`src/rtl/flick_conditioner_if.sv`:
```
// Flick button bundle: raw push-button level in, conditioned flick outputs back.
interface flick_conditioner_if;
  logic       flick_raw;
  logic       flick_out;
  logic       flick_db;
  logic       flick_pulse;
  logic [7:0] press_count;

  // Drives the button, observes the conditioned outputs.
  modport master (
    output flick_raw,
    input  flick_out,
    input  flick_db,
    input  flick_pulse,
    input  press_count
  );

  // The conditioner itself.
  modport slave (
    input  flick_raw,
    output flick_out,
    output flick_db,
    output flick_pulse,
    output press_count
  );
endinterface

```
`src/rtl/flick_conditioner.sv`:
```
// Push-button conditioner: 2-flop synchronizer, 4-state debounce FSM,
// minimum-width stretcher for the flasher flick input, and a press counter.
module flick_conditioner #(
  parameter int unsigned DEBOUNCE_CYCLES = 16,
  parameter int unsigned STRETCH_CYCLES  = 8
) (
  input logic                clk,
  input logic                rst,
  flick_conditioner_if.slave bus
);

  localparam logic [15:0] DB_LAST      = 16'(DEBOUNCE_CYCLES - 1);
  localparam logic [7:0]  STRETCH_LOAD = 8'(STRETCH_CYCLES - 1);

  typedef enum logic [1:0] {
    LOW,
    RISE_CHK,
    HIGH,
    FALL_CHK
  } state_t;

  state_t      state;
  logic        s1;
  logic        s2;
  logic [15:0] db_cnt;
  logic [7:0]  stretch_cnt;
  logic        db_q;
  logic        out_q;
  logic        pulse_q;
  logic [7:0]  count_q;
  logic        rise_ok;
  logic        fall_ok;

  // Debounce window completion for the current state.
  always_comb begin
    rise_ok = 1'b0;
    fall_ok = 1'b0;
    if (state == RISE_CHK && s2 && db_cnt == DB_LAST) rise_ok = 1'b1;
    if (state == FALL_CHK && !s2 && db_cnt == DB_LAST) fall_ok = 1'b1;
  end

  // Synchronizer, debounce FSM, stretcher and counter, all registered.
  always_ff @(posedge clk) begin
    if (rst) begin
      s1          <= 1'b0;
      s2          <= 1'b0;
      state       <= LOW;
      db_cnt      <= '0;
      stretch_cnt <= '0;
      db_q        <= 1'b0;
      out_q       <= 1'b0;
      pulse_q     <= 1'b0;
      count_q     <= '0;
    end else begin
      s1      <= bus.flick_raw;
      s2      <= s1;
      pulse_q <= 1'b0;

      if (stretch_cnt != '0) stretch_cnt <= stretch_cnt - 8'd1;

      // flick_out tracks the next debounced level, held up while the stretcher
      // still has cycles left before this edge's decrement.
      out_q <= rise_ok | (db_q & ~fall_ok) | (stretch_cnt != '0);

      case (state)
        LOW: begin
          if (s2) begin
            state  <= RISE_CHK;
            db_cnt <= '0;
          end
        end
        RISE_CHK: begin
          if (!s2) begin
            state  <= LOW;
            db_cnt <= '0;
          end else if (rise_ok) begin
            state       <= HIGH;
            db_cnt      <= '0;
            db_q        <= 1'b1;
            pulse_q     <= 1'b1;
            count_q     <= count_q + 8'd1;
            stretch_cnt <= STRETCH_LOAD;
          end else begin
            db_cnt <= db_cnt + 16'd1;
          end
        end
        HIGH: begin
          if (!s2) begin
            state  <= FALL_CHK;
            db_cnt <= '0;
          end
        end
        FALL_CHK: begin
          if (s2) begin
            state  <= HIGH;
            db_cnt <= '0;
          end else if (fall_ok) begin
            state  <= LOW;
            db_cnt <= '0;
            db_q   <= 1'b0;
          end else begin
            db_cnt <= db_cnt + 16'd1;
          end
        end
        default: begin
          state  <= LOW;
          db_cnt <= '0;
        end
      endcase
    end
  end

  assign bus.flick_out   = out_q;
  assign bus.flick_db    = db_q;
  assign bus.flick_pulse = pulse_q;
  assign bus.press_count = count_q;

endmodule

```
`src/flat_wrapper.sv`:
```
// flat-port wrapper written by rule: the top's interface ports become plain ports
module flick_conditioner_flat 
#(
  parameter int unsigned DEBOUNCE_CYCLES = 16,
  parameter int unsigned STRETCH_CYCLES  = 8
)
  (clk, rst, bus_flick_raw, bus_flick_out, bus_flick_db, bus_flick_pulse, bus_press_count);
  flick_conditioner_if bus_i ();
  input logic clk;
  input logic rst;
  input wire logic [$bits(bus_i.flick_raw)-1:0] bus_flick_raw;
  output wire logic [$bits(bus_i.flick_out)-1:0] bus_flick_out;
  output wire logic [$bits(bus_i.flick_db)-1:0] bus_flick_db;
  output wire logic [$bits(bus_i.flick_pulse)-1:0] bus_flick_pulse;
  output wire logic [$bits(bus_i.press_count)-1:0] bus_press_count;
  assign bus_i.flick_raw = bus_flick_raw;
  assign bus_flick_out = bus_i.flick_out;
  assign bus_flick_db = bus_i.flick_db;
  assign bus_flick_pulse = bus_i.flick_pulse;
  assign bus_press_count = bus_i.press_count;
  flick_conditioner #(.DEBOUNCE_CYCLES(DEBOUNCE_CYCLES), .STRETCH_CYCLES(STRETCH_CYCLES)) u_core (.clk(clk), .rst(rst), .bus(bus_i));
endmodule
```
`config.mk`:
```
export PLATFORM = sky130hd
export DESIGN_NAME = flick_conditioner_flat
export DESIGN_NICKNAME = d
export VERILOG_FILES = /design/src/rtl/flick_conditioner_if.sv /design/src/rtl/flick_conditioner.sv /design/src/flat_wrapper.sv
export SDC_FILE = /design/constraint.sdc
export NUM_CORES = 1
export LEC_CHECK = 0
export ABC_CLOCK_PERIOD_IN_PS = 1970
export CORE_MARGIN = 4
export CORE_UTILIZATION = 53
export CTS_CLUSTER_DIAMETER = 80
export DETAILED_ROUTE_END_ITERATION = 10
export DONT_BUFFER_PORTS = 1
export HOLD_SLACK_MARGIN = 0.12
export PLACE_DENSITY = 0.71
export SLEW_MARGIN = 25
export SYNTH_ARGS = -nofsm -noshare
export SYNTH_HDL_FRONTEND = slang
export SYNTH_SLANG_ARGS = --single-unit
```
`constraint.sdc`:
```
create_clock -name clk -period 1.97 [get_ports clk]
set_clock_uncertainty 0.2 [all_clocks]
set_input_delay 0.2955 -clock clk [delete_from_list [all_inputs] [get_ports clk]]
set_output_delay 0.2955 -clock clk [all_outputs]
set_load 0.02 [all_outputs]
```
# Yosys cells after proc, flatten, opt, wreduce, memory -nomap -nowiden

Cells that the tools add are included.

Add/subtract/negate cells: 3
Equality and inequality tests: 12
Multiplexer cells: 26
Bitwise operators: 6
Reductions and logical operators: 13

Operator list:

| kind                  | number |
|---|---|
| $mux 16               | 6 |
| $pmux 16 s4           | 1 |
| $mux 8                | 4 |
| $add 16x1->16 const B | 1 |
| $eq 16x4->1 const B   | 1 |
| $mux 2                | 6 |
| $add 8x1->8 const B   | 1 |
| $ne 2x1->1 const B    | 4 |
| $pmux 2 s4            | 1 |
| $reduce_bool 8->1     | 1 |
| $sub 8x1->8 const B   | 1 |
| $mux 1                | 7 |
| $reduce_and 5->1      | 1 |
| $eq 2x2->1 const B    | 2 |
| $logic_and 1x1->1     | 4 |
| $ne 2x2->1 const B    | 2 |
| $reduce_and 4->1      | 1 |
| $ne 3x1->1 const B    | 1 |
| $ne 3x3->1 const B    | 1 |
| $not 1->1             | 3 |
| $reduce_and 3->1      | 1 |
| $reduce_or 3->1       | 1 |
| $eq 2x1->1 const B    | 1 |
| $logic_not 2->1       | 1 |
| other kinds (6)       | 7 |

Register bits after elaboration: 39
Input bits: 3
Output and inout bits: 11

# Logic depth before layout (Yosys ltp)

Gate-level depths: netlist of the first run.

Depth in word-level cells: 8
Mapped depth: 8
Gate-level depth less buffers: 6

# Least setup slack after synthesis of the first run

Ideal clock, no wire load.

Path kind: reg2reg
Start point: reg u_core.stretch_cnt[2]
End point: reg u_core.stretch_cnt[0]
Arrival: 1.668 ns
Data required time: 1.636 ns
Path slack: -0.031 ns
Stages on the path, launching flop included: 6
Path buffers: 1
Clock period less this slack: 2.001 ns
Path through: dfxtp_1 -> or4_4 -> or4b_4 -> buf_6 -> xnor2_1 -> a21oi_1

Cells in the longest elaborated chain, start to end: 5

Ends and longest elaborated chain:

| what                   | RTL line                | RTL |
|---|---|---|
| start, declared        | flick_conditioner.sv:26 | `logic [7:0] stretch_cnt;` |
| start signal, assigned | flick_conditioner.sv:59 | `if (stretch_cnt != '0) stretch_cnt <= stretch_cnt - 8'd1;` |
| $reduce_bool 8->1 *    | flick_conditioner.sv:59 |  |
| $mux 8 *               | flick_conditioner.sv:59 |  |
| $mux 8                 | flick_conditioner.sv:76 | `end else if (rise_ok) begin` |
| $mux 8                 | flick_conditioner.sv:73 | `if (!s2) begin` |
| $mux 8 *               | flick_conditioner.sv:65 | `case (state)` |

Mark *: on every way between the ends. The rest lies on a longest branch, timed or not.
A chain may end at the register's enable or synchronous reset.

# Worst setup path in the final report of the first run

Start point: reg u_core.stretch_cnt[5]
End point: reg u_core.stretch_cnt[0]

The elaborated chain is that of the path after synthesis.

==> results.yml, run 1 <==
synthesis:
  synthesis.nets: 224
  syn_area_um2: 1846
  avgSynthCellArea_um2: 8.505
  yosysSeqAreaShare_pct: 42.31
  synth-edff-count: 0
  synthCells: 217
  ys_async_sr_fraction_pct: 0
  yosysWarnings: 0
  ys.flop_type: "dfxtp_1"
  synth_seq_cells: 39
  synth_cell_types: 48
worst_setup_path:
  ff2ff_path_depth: 4
  r2r-start: "u_core.stretch_cnt[5]"
  worstPathArrival_ns: 2.09
  crit_type: "reg -> reg"
  r2r_slack_ns: -0.02
  critPathMaxFanout: 6
  reg2reg_to: "u_core.stretch_cnt[0]"
  crit_required_ns: 2.08
  crit_start: "u_core.stretch_cnt[5]"
  crit_path_start_kind: "flop"
  crit_path_end_kind: "flop"
routing:
  avgRoutedWirePerCell_um: 15.03
  drtIter0Drc: 84
  ant_nets: 0
  remaining_drc_errors: 0
  vias: 1723
  drt-vias-per-instance: 5.841
  drt-total-wl_mm: 4.435
  drtPass1Iterations: 5
sta:
  layout_setup_ws_ns: -0.01830
  fin_tns_setup_ns: -0.02774
  hold_violations: 18
  max-slew-margin-rel_pct: 56.57
  tightest_slew_ns: 0.6479
  finalSetupViolCount: 2
  period_share_pct: 100.9
  clock.fmax_mhz: 502.9
  layout_min_cycle_time_ns: 1.988
  finalMaxSlewViolations: 0
  fin_hold_ws_ns: -0.2263
  rsz0062_at_grt: "yes"
power:
  p_int_mw: 1.565
  switchingPower_mw: 0.6496
  irDropWorstVdd_v: 0.0005383
  p_seq_share_pct: 44.2
  leakagePower_nw: 0.9544
  switching_share_pct: 29.34
  pwr-share-comb_pct: 25.7
  p_clk_share_pct: 30.1
  p_per_area_nw_per_um2: 957.1
  total_power_mw: 2.214
final_layout:
  final_cell_mix: "36 x dfxtp_1, 27 x nor2_1, 25 x buf_4"
  fin_nets: 255
  fin_util_pct: 69.33
  num_antenna_cells: 0
  mostFrequentLayoutCell: "dfxtp_1"
  ff_latch_area_um2: 784.5
  drive_gt1_share_pct: 23.69
  multi_input_area_um2: 1102
  n_fill_cell: 259
  area_delta_synth_final_pct: 25.36
min_path:
  hold-path-endpoint: "u_core.bus.flick_out"
  min_delay_path_depth: 1
  hp-class: "in -> reg"
  hp-start: "rst"
clock_tree:
  clk_latency_ns: 0.37
  cts_root_buf: "clkbuf_4"
  cts_max_path_buffers: 2
  cts_sinks: 39
  cts_hold_buf: 5
  cts_buffers: 5
  htree_levels: 2
  cts_tree: "built"
  clk_pin_slew_ns: 0.12
global_route:
  grt_max_degree: 25
  grt_pass1_wl_mm: 6.920
  grt.total_usage_pct: 20.41
  first_global_vias: 1584
  antenna_found_initial: 0
  grt-ovfl-total: 0
status:
  violations: "negative hold slack, negative setup slack"
  status: "finished with violations"
place:
  dp_slack_ns: -0.04283
  globalplace.congestion: 0.8487
  portBuffers: 0
  hpwl_mm: 2.902
floorplan:
  dieArea_um2: 4490
  coreArea_um2: 3337
  rows: 21
  die_w_um: 67.01
  die_y_um: 67.01
  start_util_pct: 55.31
  io_pins: 14
run:
  drv_cap: 0
## layer usage
layer | vias to the layer above | part of all wire, % | GRT usage, %
li1 | 842 | - | -
met1 | 808 | 43 | 24.92
met2 | 58 | 49 | 32.88
met3 | 15 | 5.4 | 6.577
met4 | 0 | 2.7 | 8.101
met5 | - | 0 | 0
## worst max-delay path, stage by stage, from the launching register on
cell     delay (ns)
dfxtp_2        0.34
or4_4          0.53
or4b_4         0.57
xnor2_2        0.16
a21oi_1        0.13
## through the flow
step,hold WS (ns),std cells,instance area (um^2)
3_5_place_dp,0.1635,280,2046
3_3_place_gp,0.1616,280,2046
4_1_cts,-0.2228,294,2220
5_1_grt,-0.2451,295,2313
6_report,-0.2263,295,2313
2_1_floorplan,0.2138,217,1846
## cells by family after synthesis
kind of cell	count (synthesis)	synth area share [%]
simple gates	103	29.97
compound gates	39	13.08
xor+xnor	14	6.644
mux	3	1.627
flops	39	42.31
fa+ha+maj	4	2.712
buf+inv	15	3.661
## final cells by class
| class | count | area share, % |
|---|---|---|
| clock buffer | 6 | 1.785 |
| clock inverter | 2 | 2.596 |
| inverter | 8 | 1.298 |
| multi-input combinational | 164 | 47.65 |
| sequential | 39 | 33.91 |
| tap | 46 | 2.488 |
| timing repair buffer | 30 | 10.28 |
## sequential cells by signal (all words and copies together) (netlist names), named ones only
signal,count
u_core.bus.flick_db,1
u_core.bus.press_count,8
u_core.state,1
u_core.stretch_cnt,8
u_core.s1,1
u_core.s2,1
u_core.bus.flick_out,1
u_core.bus.flick_pulse,1
u_core.db_cnt,16
## worst max path at each step
stage	to	slack, ns
after detailed placement	u_core.db_cnt[14]	-0.04
after floorplan	u_core.stretch_cnt[0]	-0.008
final	u_core.stretch_cnt[0]	-0.02
after global routing	u_core.stretch_cnt[0]	-0.05
after CTS	u_core.stretch_cnt[1]	-0.02
after global placement	u_core.bus.press_count[7]	-0.02
## cell usage after synthesis (3+ instances only)
library cell	count	share of area, %
nand4_1	7	2.4
nor2_1	27	5.5
nor3_1	11	3.0
nand3b_1	4	1.6
buf_2	3	0.81
xnor2_1	6	2.8
ha_1	4	2.7
xor2_1	8	3.8
nand2_1	14	2.8
nand3_1	12	3.3
dfxtp_1	39	42
nor4_1	6	2.0
mux2i_1	3	1.6
o21ai_0	11	3.0
o21ai_1	3	0.81
inv_1	8	1.6
clkbuf_1	3	0.61
a21oi_1	9	2.4
nor2b_1	3	1.0
## what timing repair did
item	in CTS	in global routing
endpoints found under the hold margin	35	24
pin swaps	0	3
endpoints found under the setup margin	7	23
buffers inserted	1	0
gates cloned	0	1
resized for setup	5	17
## power by group through the flow
stage	combinational, mW	clock (mW)	sequential (mW)
after floorplan	0.485	0	0.967
after global placement	0.490	0	0.982
after detailed placement	0.522	0	0.990
after CTS	0.551	0.672	0.974
after global routing	0.632	0.709	0.988
final	0.569	0.667	0.978
Note: power is estimated with default switching activity, not from simulation.
==> run 2: changes to the inputs <==
Settings changed: SETUP_SLACK_MARGIN set to 0.02.
==> run 2 against run 1 <==
- the flow still finishes with violations (negative hold slack, negative setup slack)
- utilization fell by 0.22 points
- setup slack improved by 0.0091 ns
- wire length fell by 0.74%
- non-clock buffer count fell by 1
- first-iteration DRC count rose by 32%
- register-to-register slack barely moved
- sequential power barely moved
- critical endpoint unchanged
- highest routed layer unchanged
==> results.yml, run 2 (synthesized netlist as in run 1, its figures left out) <==
status:
  status: "finished with violations"
  violations: "negative hold slack, negative setup slack"
power:
  irDropWorstVdd_v: 0.0006335
  p_per_area_nw_per_um2: 919.2
  leakagePower_nw: 0.9495
  total_power_mw: 2.120
routing:
  drtPass1Iterations: 4
  drtIter0Drc: 111
  remaining_drc_errors: 0
  avgRoutedWirePerCell_um: 14.97
  drt-total-wl_mm: 4.402
  ant_nets: 0
  vias: 1711
  drt-vias-per-instance: 5.820
final_layout:
  n_fill_cell: 284
  ff_latch_area_um2: 788.3
  area_delta_synth_final_pct: 24.95
  mostFrequentLayoutCell: "dfxtp_1"
  design_area_um2: 2306
  largest_reg_flops: 16
  fin_nets: 254
  num_antenna_cells: 0
  multi_input_area_um2: 1114
  drive_gt1_share_pct: 24.60
  final_cell_mix: "33 x dfxtp_1, 27 x nor2_1, 24 x buf_4"
  regMostFlops: "u_core.db_cnt"
worst_setup_path:
  crit_path_start_kind: "flop"
  ff2ff_path_depth: 4
  critPathMaxFanout: 6
  crit_type: "reg -> reg"
  crit_path_end_kind: "flop"
  worstPathArrival_ns: 2.09
  crit_required_ns: 2.08
sta:
  tightest_slew_ns: 0.6915
  clock.fmax_mhz: 505.2
  fin_hold_ws_ns: -0.2248
  finalSetupViolCount: 1
  finalMaxSlewViolations: 0
  period_share_pct: 100.5
  fin_tns_setup_ns: -0.009249
  hold_violations: 18
  max-slew-margin-rel_pct: 53.65
  layout_min_cycle_time_ns: 1.979
  rsz0062_at_grt: "yes"
  layout_setup_ws_ns: -0.009249
place:
  globalplace.congestion: 0.8841
  hpwl_mm: 2.782
  portBuffers: 0
  dpl_cell_area_um2: 2026
clock_tree:
  cts_hold_buf: 5
  htree_levels: 2
  cts_max_path_buffers: 2
  clk_latency_ns: 0.36
  cts_root_buf: "clkbuf_4"
  cts_buffers: 5
  cts_tree: "built"
  cts_sinks: 39
  clk_pin_slew_ns: 0.13
global_route:
  grt_max_degree: 25
  antenna_found_initial: 0
  grt.total_usage_pct: 21.27
  grt-ovfl-total: 0
  grt_pass1_wl_mm: 7.141
  first_global_vias: 1631
floorplan:
  rows: 21
  die_y_um: 67.01
  io_pins: 14
  start_util_pct: 55.31
  coreArea_um2: 3337
  dieArea_um2: 4490
  die_w_um: 67.01
min_path:
  min_delay_path_depth: 1
  hp-class: "in -> reg"
run:
  drv_cap: 0
==> run 2: cell count changes in the layout (fill, tap and decap cells not counted), moves of 2 or more <==
cell,previous run,this run
dfxtp_2,3,6
nor4_2,3,1
dfxtp_1,36,33
nor4_4,2,4
==> run 2: path summary, 6_finish.rpt <==
| path | startpoint | to | slack, ns |
|---|---|---|---|
| setup / recovery | u_core.stretch_cnt[5] | u_core.stretch_cnt[0] | -0.009 |
| hold / removal | rst | u_core.stretch_cnt[1] | -0.22 |
| setup reg to reg | u_core.stretch_cnt[5] | u_core.stretch_cnt[0] | -0.009 |
| hold reg to reg | u_core.stretch_cnt[7] | u_core.stretch_cnt[7] | 0.34 |
==> run 2: area by class of cell <==
type	instances	area share [%]
Clock buffer	6	2.225
Clock inverter	2	1.519
Inverter	8	1.302
Multi-Input combinational cell	164	48.29
Sequential cell	39	34.18
Tap cell	46	2.496
Timing Repair Buffer	29	9.984
==> run 2: critical path, stage by stage (launching register included) <==
cell	delay, ns
dfxtp_2	0.35
or4_4	0.53
or4b_4	0.56
xnor2_1	0.15
a21oi_1	0.13
==> run 2: report_power, final <==
part | internal (mW) | switching [mW]
combinational | 0.308 | 0.263
sequential | 0.879 | 0.100
clock | 0.300 | 0.268
total | 1.49 | 0.632
==> run 2: metal layers <==
metal	share of wire [%]	GRT usage, %
met1	46	25.80
met2	47	33.01
met3	5.7	7.083
met4	2.2	11.14
met5	0	0
==> run 2: per-stage QoR <==
| stage | std cells | util, % | hold WS, ns | setup WS (ns) |
|---|---|---|---|---|
| 6_report | 294 | 69.10 | -0.2248 | -0.009249 |
| 5_1_grt | 294 | 69.10 | -0.2429 | -0.07597 |
| 4_1_cts | 292 | 65.88 | -0.2270 | 0.007794 |
| 3_5_place_dp | 277 | 60.70 | 0.1634 | -0.04921 |
| 3_3_place_gp | 277 | 60.70 | 0.1604 | 0.02614 |
| 2_1_floorplan | 217 | - | 0.2138 | -0.008322 |
==> run 2: repair_timing <==
item | CTS | global route
endpoints found under the hold margin | 37 | 23
buffers inserted | 2 | 1
resized for setup | 7 | 17
pin swaps | 1 | 1
setup endpoints to repair | 14 | 22
gates cloned | 0 | 1
==> run 3: changes to the inputs <==
Settings changed: RECOVER_POWER set to 50.
==> run 3 against run 2 <==
- the run still ends with negative hold slack, negative setup slack left
- first-iteration DRC count is 16% lower
- global-route usage stayed put
- clock power hardly changed
- combinational power hardly changed
- die area stayed put
- final cell count stayed put
- worst hold slack better by 0.0027 ns
- fmax hardly changed
- wire length is 0.36% higher
- utilization is 0.56 points lower
- largest cell class unchanged
- largest power group unchanged
==> results.yml, run 3 (synthesized netlist as in run 1, its figures left out) <==
status:
  status: "finished with violations"
  violations: "negative hold slack, negative setup slack"
sta:
  fin_hold_ws_ns: -0.2221
  hold_violations: 18
  layout_setup_ws_ns: -0.01055
  finalSetupViolCount: 1
  clock.fmax_mhz: 504.9
  max-slew-margin-rel_pct: 52.83
  layout_min_cycle_time_ns: 1.981
  rsz0062_at_grt: "yes"
  finalMaxSlewViolations: 0
  period_share_pct: 100.5
  tightest_slew_ns: 0.7037
floorplan:
  rows: 21
  dieArea_um2: 4490
  die_y_um: 67.01
  coreArea_um2: 3337
  io_pins: 14
  start_util_pct: 55.31
  die_w_um: 67.01
worst_setup_path:
  reg2reg_to: "u_core.stretch_cnt[0]"
  r2r_slack_ns: -0.01
  crit_path_start_kind: "flop"
  slowest_stage: "or4b_4"
  crit_required_ns: 2.07
  critPathMaxFanout: 6
  r2r-start: "u_core.stretch_cnt[5]"
  path_cells: "or4_4 > or4b_4 > xnor2_1 > a21oi_1"
  crit_start: "u_core.stretch_cnt[5]"
  worstPathArrival_ns: 2.08
  ff2ff_path_depth: 4
  cp-endpoint: "u_core.stretch_cnt[0]"
  crit_path_end_kind: "flop"
  cpPeakStageDelay_ns: 0.56
  crit_type: "reg -> reg"
routing:
  remaining_drc_errors: 0
  drt-vias-per-instance: 5.857
  avgRoutedWirePerCell_um: 15.03
  vias: 1722
  ant_nets: 0
  drtIter0Drc: 93
  drt-total-wl_mm: 4.418
  drtPass1Iterations: 6
final_layout:
  largest_reg_flops: 16
  fin_cells: 294
  mostFrequentLayoutCell: "dfxtp_1"
  design_area_um2: 2287
  area_delta_synth_final_pct: 23.93
  num_antenna_cells: 0
  drive_gt1_share_pct: 23.79
  ff_latch_area_um2: 788.3
  fin_nets: 254
  n_fill_cell: 292
  multi_input_area_um2: 1104
  final_cell_mix: "33 x dfxtp_1, 27 x nor2_1, 21 x buf_4"
  regMostFlops: "u_core.db_cnt"
power:
  pwr-share-comb_pct: 27.0
  leakagePower_nw: 0.9376
  p_clk_share_pct: 26.7
  switching_share_pct: 29.77
  p_int_mw: 1.487
  switchingPower_mw: 0.6306
  total_power_mw: 2.118
  p_per_area_nw_per_um2: 926.0
  p_seq_share_pct: 46.3
  irDropWorstVdd_v: 0.0006320
global_route:
  grt_pass1_wl_mm: 7.141
  grt.total_usage_pct: 21.27
  grt_max_degree: 25
  first_global_vias: 1631
  antenna_found_initial: 0
  grt-ovfl-total: 0
place:
  portBuffers: 0
  placedCellCount: 277
  globalplace.congestion: 0.8841
  dpl_cell_area_um2: 2026
  hpwl_mm: 2.782
clock_tree:
  cts_sinks: 39
  clk_pin_slew_ns: 0.13
  cts_buffers: 5
  cts_root_buf: "clkbuf_4"
  cts_max_path_buffers: 2
  htree_levels: 2
  cts_tree: "built"
  clk_latency_ns: 0.36
  cts_hold_buf: 5
run:
  drv_cap: 0
min_path:
  hp-start: "rst"
  hp-class: "in -> reg"
  min_delay_path_depth: 1
run 3: cell types whose count changed in the layout (fill, tap and decap cells not counted), sizes merged:
cell | before | now
clkbuf | 6 | 9
buf | 24 | 21
run 3: worst max-delay path, delay by kind of cell (launching register included):
kind / cells / cell delay [ns]
AND/OR/NAND/NOR: 2 / 1.09
flip-flops: 1 / 0.35
XOR/XNOR: 1 / 0.15
AO/OA/AOI/OAI: 1 / 0.13
run 3: what timing repair did:
action                     4_1_cts  5_1_grt
cloned                           0        1
pin swaps                        1        1
setup endpoints to repair       14       22
hold endpoints to repair        37       23
gates resized for setup          7       17
buffers inserted                 2        1
run 3: area by class of cell:
cell class	count	area share, %
repair buffers	29	9.683
clock buffers	6	2.243
clock inverters	2	1.532
inverters	8	1.313
multi-input cells	164	48.25
flip-flops and latches	39	34.46
well taps	46	2.516
run 3: worst min-delay path by stage:
stage,endpoint,slack (ns)
final,u_core.stretch_cnt[1],-0.22
after CTS,u_core.stretch_cnt[1],-0.23
after global routing,u_core.stretch_cnt[1],-0.24
after global placement,u_core.stretch_cnt[1],0.16
after floorplan,u_core.s2,0.21
after detailed placement,u_core.stretch_cnt[1],0.16
run 3: power groups by stage:
| stage | registers [mW] | logic [mW] | clock network, mW |
|---|---|---|---|
| floorplan | 0.967 | 0.485 | 0 |
| global placement | 0.983 | 0.488 | 0 |
| detailed placement | 0.987 | 0.503 | 0 |
| CTS | 0.971 | 0.560 | 0.577 |
| global route | 0.986 | 0.645 | 0.615 |
| finish | 0.980 | 0.572 | 0.566 |
run 3: per-layer routing:
| metal | track usage (%) | share of wire [%] |
|---|---|---|
| met2 | 33.01 | 46 |
| met5 | 0 | 0 |
| met3 | 7.083 | 6.2 |
| met1 | 25.80 | 45 |
| met4 | 11.14 | 2.2 |
run 3: stage by stage:
stage,setup WS [ns],hold WS (ns),TNS (ns),util (%)
floorplan,-0.008322,0.2138,-0.008322,-
global placement,0.02614,0.1604,0,60.70
detailed placement,-0.04921,0.1634,-0.2204,60.70
CTS,0.007794,-0.2270,0,65.88
global route,-0.07597,-0.2429,-0.3784,68.54
finish,-0.01055,-0.2221,-0.01055,68.54
